File: src/rtl/cursor_cell_ctrl_pkg.sv
// Shared constants for the TicTacToe board cursor: anchor pixels,
// cell boundaries for the position-to-cell mapper, FSM state encoding.
package cursor_cell_ctrl_pkg;

    localparam int IDX_W  = 2;
    localparam int CELL_W = 4;
    localparam int PIX_W  = 10;

    // Anchor pixels per column / row (inverse of the position-to-cell map)
    localparam logic [PIX_W-1:0] COL_X [3] = '{10'd91, 10'd305, 10'd518};
    localparam logic [PIX_W-1:0] ROW_Y [3] = '{10'd61, 10'd221, 10'd384};
    localparam logic [PIX_W-1:0] ROW_C [3] = '{10'd111, 10'd271, 10'd434};

    // Cell boundaries used by the position-to-cell mapper
    localparam logic [PIX_W-1:0] COL_B0 = 10'd214;
    localparam logic [PIX_W-1:0] COL_B1 = 10'd424;
    localparam logic [PIX_W-1:0] ROW_B0 = 10'd155;
    localparam logic [PIX_W-1:0] ROW_B1 = 10'd316;

    // FSM state encoding (kept as plain constants for legacy tools)
    typedef logic [0:0] state_t;
    localparam state_t ST_IDLE = 1'b0;
    localparam state_t ST_REQ  = 1'b1;

    // Linear cell index row*3+col without a multiplier
    function automatic logic [CELL_W-1:0] cell_idx(input logic [IDX_W-1:0] row,
                                                   input logic [IDX_W-1:0] col);
        return {1'b0, row, 1'b0} + {2'b00, row} + {2'b00, col};
    endfunction

endpackage

File: src/rtl/cursor_cell_ctrl_if.sv
// Move-request handshake between the cursor controller and the game logic.
interface cursor_cell_ctrl_if;
    import cursor_cell_ctrl_pkg::*;

    logic              req_valid;
    logic [CELL_W-1:0] req_cell;
    logic              req_ready;

    modport master (output req_valid, output req_cell, input req_ready);
    modport slave  (input req_valid, input req_cell, output req_ready);

endinterface

File: src/rtl/cursor_cell_ctrl_cell_anchor_lut.sv
// Pure index-to-pixel lookup; the parent registers the outputs.
module cell_anchor_lut
    import cursor_cell_ctrl_pkg::*;
(
    input  logic [IDX_W-1:0] i_row,
    input  logic [IDX_W-1:0] i_col,
    output logic [PIX_W-1:0] o_x,
    output logic [PIX_W-1:0] o_y,
    output logic [PIX_W-1:0] o_c
);

    // Column index selects the x anchor; index 3 never occurs, fold it to 0
    always_comb begin
        case (i_col)
            2'd1:    o_x = COL_X[1];
            2'd2:    o_x = COL_X[2];
            default: o_x = COL_X[0];
        endcase
    end

    // Row index selects the y anchor and the row centre
    always_comb begin
        case (i_row)
            2'd1: begin
                o_y = ROW_Y[1];
                o_c = ROW_C[1];
            end
            2'd2: begin
                o_y = ROW_Y[2];
                o_c = ROW_C[2];
            end
            default: begin
                o_y = ROW_Y[0];
                o_c = ROW_C[0];
            end
        endcase
    end

endmodule

File: src/rtl/cursor_cell_ctrl.sv
// Board cursor for the 3x3 grid: moves on direction pulses, drives
// registered anchor pixels, and issues move requests on select.
module cursor_cell_ctrl
    import cursor_cell_ctrl_pkg::*;
#(
    parameter bit WRAP      = 1'b1,
    parameter int START_ROW = 1,
    parameter int START_COL = 1
) (
    input  logic               i_clk,
    input  logic               i_rst,
    input  logic               i_enable,
    input  logic               i_btn_up,
    input  logic               i_btn_down,
    input  logic               i_btn_left,
    input  logic               i_btn_right,
    input  logic               i_btn_sel,
    input  logic [8:0]         i_occupied,
    output logic [IDX_W-1:0]   o_cur_row,
    output logic [IDX_W-1:0]   o_cur_col,
    output logic [PIX_W-1:0]   o_anchor_x,
    output logic [PIX_W-1:0]   o_anchor_y,
    output logic [PIX_W-1:0]   o_anchor_c,
    output logic               o_reject,
    cursor_cell_ctrl_if.master req_if
);

    localparam logic [IDX_W-1:0] START_R = IDX_W'(START_ROW);
    localparam logic [IDX_W-1:0] START_C = IDX_W'(START_COL);

    state_t            r_state;
    logic [IDX_W-1:0]  r_row, r_col;
    logic [PIX_W-1:0]  r_ax, r_ay, r_ac;
    logic              r_reject;
    logic [CELL_W-1:0] r_req_cell;

    logic [3:0]        w_dir;
    logic              w_one_dir;
    logic              w_idle_act;
    logic              w_sel;
    logic              w_move;
    logic [CELL_W-1:0] w_cell;
    logic              w_occ;
    logic [IDX_W-1:0]  w_row_nxt, w_col_nxt;
    logic [PIX_W-1:0]  w_lx, w_ly, w_lc;

    // One step along an axis; edge behaviour follows WRAP
    function automatic logic [IDX_W-1:0] step(input logic [IDX_W-1:0] v, input logic dec);
        if (dec) return (v == 2'd0) ? (WRAP ? 2'd2 : 2'd0) : v - 2'd1;
        else     return (v >= 2'd2) ? (WRAP ? 2'd0 : 2'd2) : v + 2'd1;
    endfunction

    assign w_dir      = {i_btn_up, i_btn_down, i_btn_left, i_btn_right};
    assign w_one_dir  = (w_dir != 4'd0) && ((w_dir & (w_dir - 4'd1)) == 4'd0);
    assign w_idle_act = (r_state == ST_IDLE) && i_enable;
    // Select takes priority over direction pulses in the same cycle
    assign w_sel      = w_idle_act && i_btn_sel;
    assign w_move     = w_idle_act && !i_btn_sel && w_one_dir;
    assign w_cell     = cell_idx(r_row, r_col);
    assign w_occ      = i_occupied[w_cell];

    // Next cursor position from a single accepted direction pulse
    always_comb begin
        w_row_nxt = r_row;
        w_col_nxt = r_col;
        if (w_move) begin
            if (i_btn_up)    w_row_nxt = step(r_row, 1'b1);
            if (i_btn_down)  w_row_nxt = step(r_row, 1'b0);
            if (i_btn_left)  w_col_nxt = step(r_col, 1'b1);
            if (i_btn_right) w_col_nxt = step(r_col, 1'b0);
        end
    end

    cell_anchor_lut u_lut (
        .i_row (r_row),
        .i_col (r_col),
        .o_x   (w_lx),
        .o_y   (w_ly),
        .o_c   (w_lc)
    );

    // Cursor registers
    always_ff @(posedge i_clk) begin
        if (i_rst) begin
            r_row <= START_R;
            r_col <= START_C;
        end else begin
            r_row <= w_row_nxt;
            r_col <= w_col_nxt;
        end
    end

    // Anchors trail the cursor by one cycle
    always_ff @(posedge i_clk) begin
        if (i_rst) begin
            r_ax <= COL_X[START_COL];
            r_ay <= ROW_Y[START_ROW];
            r_ac <= ROW_C[START_ROW];
        end else begin
            r_ax <= w_lx;
            r_ay <= w_ly;
            r_ac <= w_lc;
        end
    end

    // Request FSM, captured cell index and reject pulse
    always_ff @(posedge i_clk) begin
        if (i_rst) begin
            r_state    <= ST_IDLE;
            r_req_cell <= '0;
            r_reject   <= 1'b0;
        end else begin
            r_reject <= w_sel && w_occ;
            case (r_state)
                ST_IDLE: begin
                    if (w_sel && !w_occ) begin
                        r_state    <= ST_REQ;
                        r_req_cell <= w_cell;
                    end
                end
                default: begin
                    if (req_if.req_ready) r_state <= ST_IDLE;
                end
            endcase
        end
    end

    assign o_cur_row        = r_row;
    assign o_cur_col        = r_col;
    assign o_anchor_x       = r_ax;
    assign o_anchor_y       = r_ay;
    assign o_anchor_c       = r_ac;
    assign o_reject         = r_reject;
    assign req_if.req_valid = (r_state == ST_REQ);
    assign req_if.req_cell  = r_req_cell;

endmodule

File: src/flat_wrapper.sv
// flat-port wrapper written by rule: the top's interface ports become plain ports
module cursor_cell_ctrl_flat import cursor_cell_ctrl_pkg::*;
#(
    parameter bit WRAP      = 1'b1,
    parameter int START_ROW = 1,
    parameter int START_COL = 1
)
  (i_clk, i_rst, i_enable, i_btn_up, i_btn_down, i_btn_left, i_btn_right, i_btn_sel, i_occupied, o_cur_row, o_cur_col, o_anchor_x, o_anchor_y, o_anchor_c, o_reject, req_if_req_valid, req_if_req_cell, req_if_req_ready);
  cursor_cell_ctrl_if req_if_i ();
  input  logic i_clk;
  input  logic i_rst;
  input  logic i_enable;
  input  logic i_btn_up;
  input  logic i_btn_down;
  input  logic i_btn_left;
  input  logic i_btn_right;
  input  logic i_btn_sel;
  input  logic [8:0] i_occupied;
  output logic [IDX_W-1:0] o_cur_row;
  output logic [IDX_W-1:0] o_cur_col;
  output logic [PIX_W-1:0] o_anchor_x;
  output logic [PIX_W-1:0] o_anchor_y;
  output logic [PIX_W-1:0] o_anchor_c;
  output logic o_reject;
  output wire logic [$bits(req_if_i.req_valid)-1:0] req_if_req_valid;
  output wire logic [$bits(req_if_i.req_cell)-1:0] req_if_req_cell;
  input wire logic [$bits(req_if_i.req_ready)-1:0] req_if_req_ready;
  assign req_if_req_valid = req_if_i.req_valid;
  assign req_if_req_cell = req_if_i.req_cell;
  assign req_if_i.req_ready = req_if_req_ready;
  cursor_cell_ctrl #(.WRAP(WRAP), .START_ROW(START_ROW), .START_COL(START_COL)) u_core (.i_clk(i_clk), .i_rst(i_rst), .i_enable(i_enable), .i_btn_up(i_btn_up), .i_btn_down(i_btn_down), .i_btn_left(i_btn_left), .i_btn_right(i_btn_right), .i_btn_sel(i_btn_sel), .i_occupied(i_occupied), .o_cur_row(o_cur_row), .o_cur_col(o_cur_col), .o_anchor_x(o_anchor_x), .o_anchor_y(o_anchor_y), .o_anchor_c(o_anchor_c), .o_reject(o_reject), .req_if(req_if_i));
endmodule
File: config.mk
export PLATFORM = sky130hd
export DESIGN_NAME = cursor_cell_ctrl_flat
export DESIGN_NICKNAME = d
export VERILOG_FILES = /design/src/rtl/cursor_cell_ctrl_pkg.sv /design/src/rtl/cursor_cell_ctrl_if.sv /design/src/rtl/cursor_cell_ctrl_cell_anchor_lut.sv /design/src/rtl/cursor_cell_ctrl.sv /design/src/flat_wrapper.sv
export SDC_FILE = /design/constraint.sdc
export NUM_CORES = 1
export LEC_CHECK = 0
export CAP_MARGIN = 20
export CORE_MARGIN = 2
export CORE_UTILIZATION = 42
export DETAILED_ROUTE_END_ITERATION = 8
export MAX_ROUTING_LAYER = met4
export PLACE_DENSITY = 0.77
export SLEW_MARGIN = 20
export SYNTH_ARGS = -nofsm -noshare
export SYNTH_HDL_FRONTEND = slang
export SYNTH_HIERARCHICAL = 1
export SYNTH_SLANG_ARGS = --single-unit
File: constraint.sdc
create_clock -name i_clk -period 3.14 [get_ports i_clk]
set_input_delay 0.628 -clock i_clk [delete_from_list [all_inputs] [get_ports i_clk]]
set_output_delay 0.628 -clock i_clk [all_outputs]
set_load 0.01 [all_outputs]
Yosys cells after proc, flatten, opt, wreduce, memory -nomap -nowiden
Index checks and enable logic that the tools add are counted.
{"block": "totals", "ff_bits": 40, "in_bits": 18, "out_inout_bits": 40, "wordCells": 58}
{"block": "classes", "addsub": 7, "n_lt_le_gt_ge": 3, "eq_ne": 4, "n_mux": 16, "bitwise_logic": 2, "n_reduce_logical": 18}
{"operator": "$pmux 9 s2", "n": 2}
{"operator": "$pmux 10 s2", "n": 1}
{"operator": "$mux 2", "n": 8}
{"operator": "$logic_and 1x1->1", "n": 7}
{"operator": "$reduce_and 2->1", "n": 3}
{"operator": "$lt 4x5->1 const B", "n": 1}
{"operator": "$add 2x1->2 const B", "n": 2}
{"operator": "$add 3x2->4", "n": 1}
{"operator": "$add 4x2->4", "n": 1}
{"operator": "$and 4x4->4", "n": 1}
{"operator": "$bmux 1 s4", "n": 1}
{"operator": "$eq 2x1->1 const B", "n": 2}
{"operator": "$eq 2x2->1 const B", "n": 2}
{"operator": "$ge 2x2->1 const B", "n": 2}
{"operator": "$logic_not 2->1", "n": 2}
{"operator": "$logic_not 4->1", "n": 1}
{"operator": "$mux 1", "n": 4}
{"operator": "$reduce_bool 2->1", "n": 2}
{"operator": "$reduce_bool 4->1", "n": 1}
{"operator": "$sub 2x1->2 const B", "n": 2}
{"operator": "$sub 4x1->4 const B", "n": 1}
{"operator": "$logic_not 1->1", "n": 2}
{"operator": "$not 1->1", "n": 1}

Depth between registers and ports, before layout
Gate-level depths: netlist of the first run.
{"block": "depth", "ltp_word": 8, "depth_mapped": 10, "ltp_nobuf": 10}

Cells and area by module
Netlist of the first run, hierarchy kept.
{"module": "cursor_cell_ctrl", "instances": 1, "cells_per_inst": 139, "area_per_inst_um2": 1537.7}
{"module": "cell_anchor_lut", "instances": 1, "cells_per_inst": 38, "area_per_inst_um2": 284.0}

Worst setup path after synthesis of the first run
No wires, ideal clock.
{"block": "synth_path", "path_kind": "register to register", "startpoint": "register u_core.r_row[0] (netlist: u_core/o_cur_row[0])", "endpoint": "register u_core.r_req_cell[2] (netlist: u_core/req_if.req_cell[2])", "arrival_ps": 2936, "setup_slack_ps": 81, "path_stages_with_launch": 11, "path_buffers": 0, "period_less_slack_ps": 3059, "cell_sequence": "dfxtp_1 > inv_1 > fa_1 > inv_1 > ha_1 > inv_1 > fa_1 > nor2b_1 > a221oi_1 > a211oi_4 > mux2_1"}
{"block": "synth_between", "elab_chain_len": 7}
{"element": "start, declared", "line": "cursor_cell_ctrl.sv:32", "rtl": "logic [IDX_W-1:0] r_row, r_col;"}
{"element": "start signal, assigned", "line": "cursor_cell_ctrl.sv:88", "rtl": "r_row <= w_row_nxt;"}
{"element": "$add 3x2->4 *", "line": "cursor_cell_ctrl_pkg.sv:28", "rtl": "return {1'b0, row, 1'b0} + {2'b00, row} + {2'b00, col};"}
{"element": "$add 4x2->4 *", "line": "cursor_cell_ctrl_pkg.sv:28"}
{"element": "$bmux 1 s4", "line": "cursor_cell_ctrl.sv:60", "rtl": "assign w_occ = i_occupied[w_cell];"}
{"element": "$mux 1 (implied by the code)", "line": "cursor_cell_ctrl.sv:60"}
{"element": "$logic_not 1->1", "line": "cursor_cell_ctrl.sv:116", "rtl": "if (w_sel && !w_occ) begin"}
{"element": "$logic_and 1x1->1", "line": "cursor_cell_ctrl.sv:116"}
{"element": "$reduce_and 2->1 (no source line)"}
{"element": "end signal, assigned", "line": "cursor_cell_ctrl.sv:118", "rtl": "r_req_cell <= w_cell;"}
{"element": "end, declared", "line": "cursor_cell_ctrl.sv:35", "rtl": "logic [CELL_W-1:0] r_req_cell;"}
Every way passes the cells marked *; elsewhere a longest branch is shown, timed or not. The select of a mux whose other input is x is not followed.
A chain may end at the register's enable or synchronous reset.

Worst setup path in the final report of the first run
{"block": "layout_path", "startpoint": "register u_core.r_row[1] (netlist: u_core/o_cur_row[1])", "endpoint": "register u_core.r_req_cell[2] (netlist: u_core/req_if.req_cell[2])"}
The elaborated chain is that of the path after synthesis.

==> results of run 1 <==
==> worst min-delay path: cells and delay by family (launching register included) <==
kind | cells | cell delay [ns]
AND/OR/NAND/NOR | 1 | 0.07
multiplexers | 1 | 0.06
flip-flops | 1 | 0.32
==> registers in the layout (all words and copies together), names as in the netlist <==
name and flops:
u_core/o_anchor_c 10, u_core/o_anchor_x 10, u_core/o_anchor_y 10, u_core/o_cur_col 2, u_core/o_cur_row 2, u_core/o_reject 1, u_core/req_if.req_cell 4, u_core/req_if.req_valid 1
==> stage by stage <==
| stage | setup slack (ns) | std cells | hold slack [ns] | power, W | util |
|---|---|---|---|---|---|
| floorplan | 0.08073 | 180 | 0.4932 | 0.0006176 | - |
| CTS | 0.06400 | 275 | 0.4951 | 0.0009905 | 0.5922 |
| finish | 0.1681 | 275 | 0.4849 | 0.0009753 | 0.5952 |
| detailed placement | 0.06737 | 268 | 0.4837 | 0.0006719 | 0.5723 |
| global placement | 0.2102 | 268 | 0.4742 | 0.0006692 | 0.5723 |
| global route | 0.04562 | 275 | 0.5370 | 0.001023 | 0.5952 |
==> worst min path at each step <==
stage / slack (ns) / end / cells past startpoint
finish: 0.48 / u_core/req_if.req_cell[1] / 2
CTS: 0.50 / u_core/req_if.req_cell[1] / 2
floorplan: 0.49 / u_core/req_if.req_cell[0] / 2
global route: 0.54 / u_core/req_if.req_cell[1] / 2
detailed placement: 0.48 / u_core/req_if.req_cell[1] / 2
global placement: 0.47 / u_core/req_if.req_cell[0] / 2
==> cells by family after synthesis <==
logic type | count (synthesis) | share of synthesized area
and+or+nand+nor | 56 | 0.1827
DFF | 40 | 0.4396
buffers and inverters | 39 | 0.1195
adders and majority gates | 18 | 0.1319
muxes | 10 | 0.06319
AOI/OAI and AO/OA | 9 | 0.04464
xor gates and xnor gates | 3 | 0.01443
other | 2 | 0.004122
==> what timing repair did <==
item / 4_1_cts / 5_1_grt
hold buffers: 0 / 0
gates resized for setup: 0 / 2
endpoints found under the setup margin: 0 / 2
==> final cells by class <==
| cell class | count | area [sq um] | share of cell area |
|---|---|---|---|
| repair buffers | 61 | 600.6 | 0.2469 |
| clock buffers | 5 | 68.82 | 0.02829 |
| well taps | 50 | 62.56 | 0.02572 |
| multi-input cells | 101 | 827.0 | 0.3400 |
| flip-flops and latches | 40 | 800.8 | 0.3292 |
| inverters | 16 | 60.06 | 0.02469 |
| clock inverters | 2 | 12.51 | 0.005144 |
==> cell usage after synthesis, types with 2 or more instances <==
cell and instances:
a211oi_1 2, ha_1 16, nand2b_1 3, nor2_1 9, fa_1 2, mux2i_1 7, nor2b_1 17, conb_1 2
nand2_1 2, mux2_1 2, or2_2 15, xor2_1 2, and2b_1 2, nand3_1 2, buf_4 19, dfxtp_1 40
clkbuf_1 4, inv_1 16, a211o_1 2
==> power groups by stage <==
stage               sequential [W]  combinational (W)  clock [W]
floorplan                 0.000543          0.0000748          0
global placement          0.000536           0.000133          0
detailed placement        0.000536           0.000136          0
CTS                       0.000524           0.000136   0.000330
global route              0.000526           0.000152   0.000345
finish                    0.000524           0.000139   0.000312
==> routing by layer <==
| metal | up-vias | GRT usage | wire, um |
|---|---|---|---|
| li1 | 625 | - | - |
| met1 | 524 | 0.1435 | 1270 |
| met2 | 42 | 0.2011 | 1289 |
| met5 | - | - | 0 |
| met3 | 5 | 0.04329 | 203 |
| met4 | 0 | 0.07692 | 69 |
==> impl_metrics.toml, run 1 <==
[final_layout]
area_growth_pct = 33.52
final_common_cell = "clkdlybuf4s50_1"
fin_area_sq_um = 2432
fin_nets = 261
fillers = 375
antennaDiodeCount = 0
drive_gt1_frac = 0.1422
mostFrequentLayoutCells = "clkdlybuf4s50_1, dfxtp_1, nor2b_1"

[sta]
fin_setup_tns_ns = 0
rsz0062_at_grt = "false"
slew_headroom = 0.6124
final_max_slew_viol_count = 0
hold_viol = 0
layout_min_cycle_time_ns = 2.972
fin_crit_sh = 0.9464
fin_worst_skew_ns = 0.004616
worstMarginPinSlew_ns = 0.5796
setup_viol = 0
fmax_mhz = 336.5

[run_status]
status = "finished, final reports clean"

[floorplanning]
die_x_um = 69.86
pin_count = 58
fp.dieH_um = 69.86
core-area_sq_um = 4086
rows = 23
initial_core_util = 0.4458
dieArea_sq_um = 4880

[yosys]
syn_area_sq_um = 1822
synth_top_area_cell = "dfxtp_1"
async_flop_share = 0
synth_edf_count = 0
syn_inst = 177
synth.area.top_cells = "dfxtp_1, ha_1, buf_4"
ys_warn_count = 6
synth_ff_type = "dfxtp_1"
ys_seq_area_frac = 0.4396
ys_ff_latch = 40
netlist.area_leader.share = 0.4396
ys_types = 32
avgSynthCellArea_sq_um = 10.29

[worst_setup_path]
worstPathMaxFanout = 5
slowest_delay_ns = 0.56
critPathBufInv = 3
worstSetupEndpoint = "u_core/req_if.req_cell[2]"
r2r_cells = 10
cp-startpoint = "u_core/o_cur_row[1]"
critPathKind = "register to register"
cp.depth = 10
r2r_slack_ns = 0.17
startpoint_type = "register"
timing.critical_path.mode_cell = "inv_1"
crit_required_ns = 3.31
worstPathCellList = "inv_1, fa_1, inv_1, ha_1, inv_1, fa_1, nor2b_1, a221oi_2, a211oi_4, mux2_1"
critPathTopFamily = "adder cells"
cp-end-kind = "register"
cp_data_arrival_time_ns = 3.15
crit_slowest_cell = "fa_1"
r2r-end = "u_core/req_if.req_cell[2]"
rr_startpoint = "u_core/o_cur_row[1]"

[placed_design]
gp_congestion = 0.8077
place_area_sq_um = 2338
dp_hpwl_um = 2226
place.port_buffers = 57

[power]
combPwrFrac = 0.143
ir_drop_mv = 0.1633
power_frac_seq = 0.538
p_sw_w = 0.0002283
leakage_nw = 1.034
swShare = 0.2341
power_frac_clock = 0.320
cell_internal_pwr_w = 0.0007470
p_per_area_nw_per_um2 = 401.0

[route]
wl_um = 2832
detail-route-antenna-nets = 0
firstDrtPassIters = 4
drtIter0Drc = 35
drc = 0
vias = 1196
wl_per_cell_um = 10.30
via_per_inst = 4.349

[run]
max-cap-violations = 0

[clocking]
cts_setup_buffers = 0
cts_tree = "built"
cts_made_buffers = 5
clk_pin_slew_worst_paths_ns = 0.07
ctsHtreeMaxLevel = 2
ctsRootBufferMaster = "clkbuf_8"
cts.sinks = 40
clockBufferDepth = 2
clk_latency_ns = 0.28

[grt]
grt_max_degree = 28
grt_pass1_wl_um = 4767
antenna_found_initial = 0
grt_use_total = 0.1291
grt-ovfl-total = 0
grt_pass1_vias = 1099

[min_path]
hold_class = "register to register"
hp-start = "u_core/req_if.req_cell[1]"
No activity file was read; power rests on OpenSTA's default activity.
==> run 2, diff against run 1 <==
--- a/config.mk
+++ b/config.mk
@@ -6,11 +6,13 @@
 export NUM_CORES = 1
 export LEC_CHECK = 0
 export CAP_MARGIN = 20
-export CORE_MARGIN = 2
-export CORE_UTILIZATION = 42
+export CELL_PAD_IN_SITES_DETAIL_PLACEMENT = 1
+export CELL_PAD_IN_SITES_GLOBAL_PLACEMENT = 2
+export CORE_MARGIN = 5
+export CORE_UTILIZATION = 25
 export DETAILED_ROUTE_END_ITERATION = 8
 export MAX_ROUTING_LAYER = met4
-export PLACE_DENSITY = 0.77
+export PLACE_DENSITY_LB_ADDON = 0.1
 export SLEW_MARGIN = 20
 export SYNTH_ARGS = -nofsm -noshare
 export SYNTH_HDL_FRONTEND = slang
==> impl_metrics.toml, run 2 (same netlist as run 1, synthesis figures left out) <==
[worst_setup_path]
critPathBufInv = 3
timing.critical_path.mode_cell = "inv_1"
critPathKind = "register to register"
cp_data_arrival_time_ns = 3.13
worstPathMaxFanout = 5
slowest_delay_ns = 0.56
critPathTopFamily = "adder cells"
worstPathCellList = "inv_1, fa_1, inv_1, ha_1, inv_1, fa_1, nor2b_1, a221oi_2, a211oi_4, mux2_1"
cp-end-kind = "register"
startpoint_type = "register"
crit_slowest_cell = "fa_1"
crit_required_ns = 3.31

[sta]
setup_ws_ns = 0.1848
final_max_slew_viol_count = 0
hold_viol = 0
fin_crit_sh = 0.9411
layout_min_cycle_time_ns = 2.955
fin_setup_tns_ns = 0
fin_worst_skew_ns = 0.01127
rsz0062_at_grt = "false"
fmax_mhz = 338.4
setup_viol = 0

[clocking]
cts_tree = "built"
cts_made_buffers = 5
clockBufferDepth = 2
ctsHtreeMaxLevel = 2
ctsRootBufferMaster = "clkbuf_8"
cts.sinks = 40
clk_pin_slew_worst_paths_ns = 0.09
clk_latency_ns = 0.29

[power]
swShare = 0.2273
power_frac_seq = 0.470
ir_drop_mv = 0.1384
p_per_area_nw_per_um2 = 435.3
leakage_nw = 1.076
cell_internal_pwr_w = 0.0008602
p_total_w = 0.001113
power_frac_clock = 0.399
p_sw_w = 0.0002530
combPwrFrac = 0.131

[floorplanning]
dieArea_sq_um = 9094
core-area_sq_um = 7176
rows = 31
initial_core_util = 0.2539
pin_count = 58
die_x_um = 95.37
fp.dieH_um = 95.37

[route]
route.met3.wl_um = 223
drtIter0Drc = 40
wl_um = 3943
wl_met2_um = 2147
wl_per_cell_um = 11.98
m1WireLength_um = 1544
via_per_inst = 3.842
firstDrtPassIters = 4
drc = 0
detail-route-antenna-nets = 0
top_layer_used = "met4"
vias = 1264

[grt]
grt_use_total = 0.09420
grt_pass1_vias = 1385
antenna_found_initial = 0
grt_pass1_wl_um = 6368
grt_max_degree = 45
grt-ovfl-total = 0

[final_layout]
mostFrequentLayoutCells = "clkdlybuf4s50_1, dfxtp_1, nor2b_1"
drive_gt1_frac = 0.1565
final_common_cell = "clkdlybuf4s50_1"
fillers = 817
antennaDiodeCount = 0
area_growth_pct = 40.38
fin_nets = 265

[run]
max-cap-violations = 0

[placed_design]
gp_congestion = 0.6941
dp_slack_ns = 0.05105
dp_hpwl_um = 3076
place.port_buffers = 57

[min_path]
hold_class = "register to register"

[run_status]
status = "finished, final reports clean"
[run 2: final timing paths]
path / start / end / slack (ns) / depth (start not counted)
hold reg to reg: u_core/req_if.req_cell[0] / u_core/req_if.req_cell[0] / 0.48 / 2
setup reg to reg: u_core/o_cur_row[1] / u_core/req_if.req_cell[2] / 0.18 / 10
hold / removal: u_core/req_if.req_cell[0] / u_core/req_if.req_cell[0] / 0.48 / 2
setup / recovery: u_core/o_cur_row[1] / u_core/req_if.req_cell[2] / 0.18 / 10
[run 2: repair_timing]
item | 4_1_cts | 5_1_grt
hold buffers | 0 | 0
buffers inserted | 0 | 2
resized for setup | 0 | 1
setup endpoints to repair | 0 | 3
[run 2: layer usage]
| layer | GRT usage | vias up |
|---|---|---|
| li1 | - | 630 |
| met1 | 0.09528 | 596 |
| met5 | - | - |
| met3 | 0.02841 | 4 |
| met2 | 0.1714 | 34 |
| met4 | 0.03245 | 0 |
[run 2: power groups by stage]
stage	combinational (W)	clock [W]	sequential (W)
after detailed placement	0.000142	0	0.000536
after global placement	0.000139	0	0.000535
after global routing	0.000161	0.000489	0.000525
final	0.000146	0.000444	0.000523
after CTS	0.000143	0.000463	0.000524
after floorplan	0.0000748	0	0.000543
[run 2: worst register-to-register path, cell delays in order, from the launching register on]
cell and delay, ns:
dfxtp_1 0.35, inv_1 0.12, fa_1 0.56, inv_1 0.06, ha_1 0.17, inv_1 0.06, fa_1 0.51, nor2b_1 0.18
a221oi_2 0.11, a211oi_4 0.36, mux2_1 0.36
[run 2: area by class of cell]
| class | instances | area [sq um] | area share |
|---|---|---|---|
| sequential | 40 | 800.8 | 0.3131 |
| timing repair buffer | 65 | 630.6 | 0.2466 |
| tap | 99 | 123.9 | 0.04843 |
| multi-input combinational | 101 | 820.8 | 0.3209 |
| clock inverter | 2 | 38.79 | 0.01517 |
| clock buffer | 6 | 82.58 | 0.03229 |
| inverter | 16 | 60.06 | 0.02348 |
[run 2: metrics by stage]
step	util	cell area [sq um]	hold WS [ns]	instances
after floorplan	-	1833	0.4932	180
after global placement	0.3365	2415	0.4718	319
after detailed placement	0.3365	2415	0.4741	319
after CTS	0.3534	2536	0.4888	327
after global routing	0.3564	2557	0.5164	329
final	0.3564	2557	0.4839	329
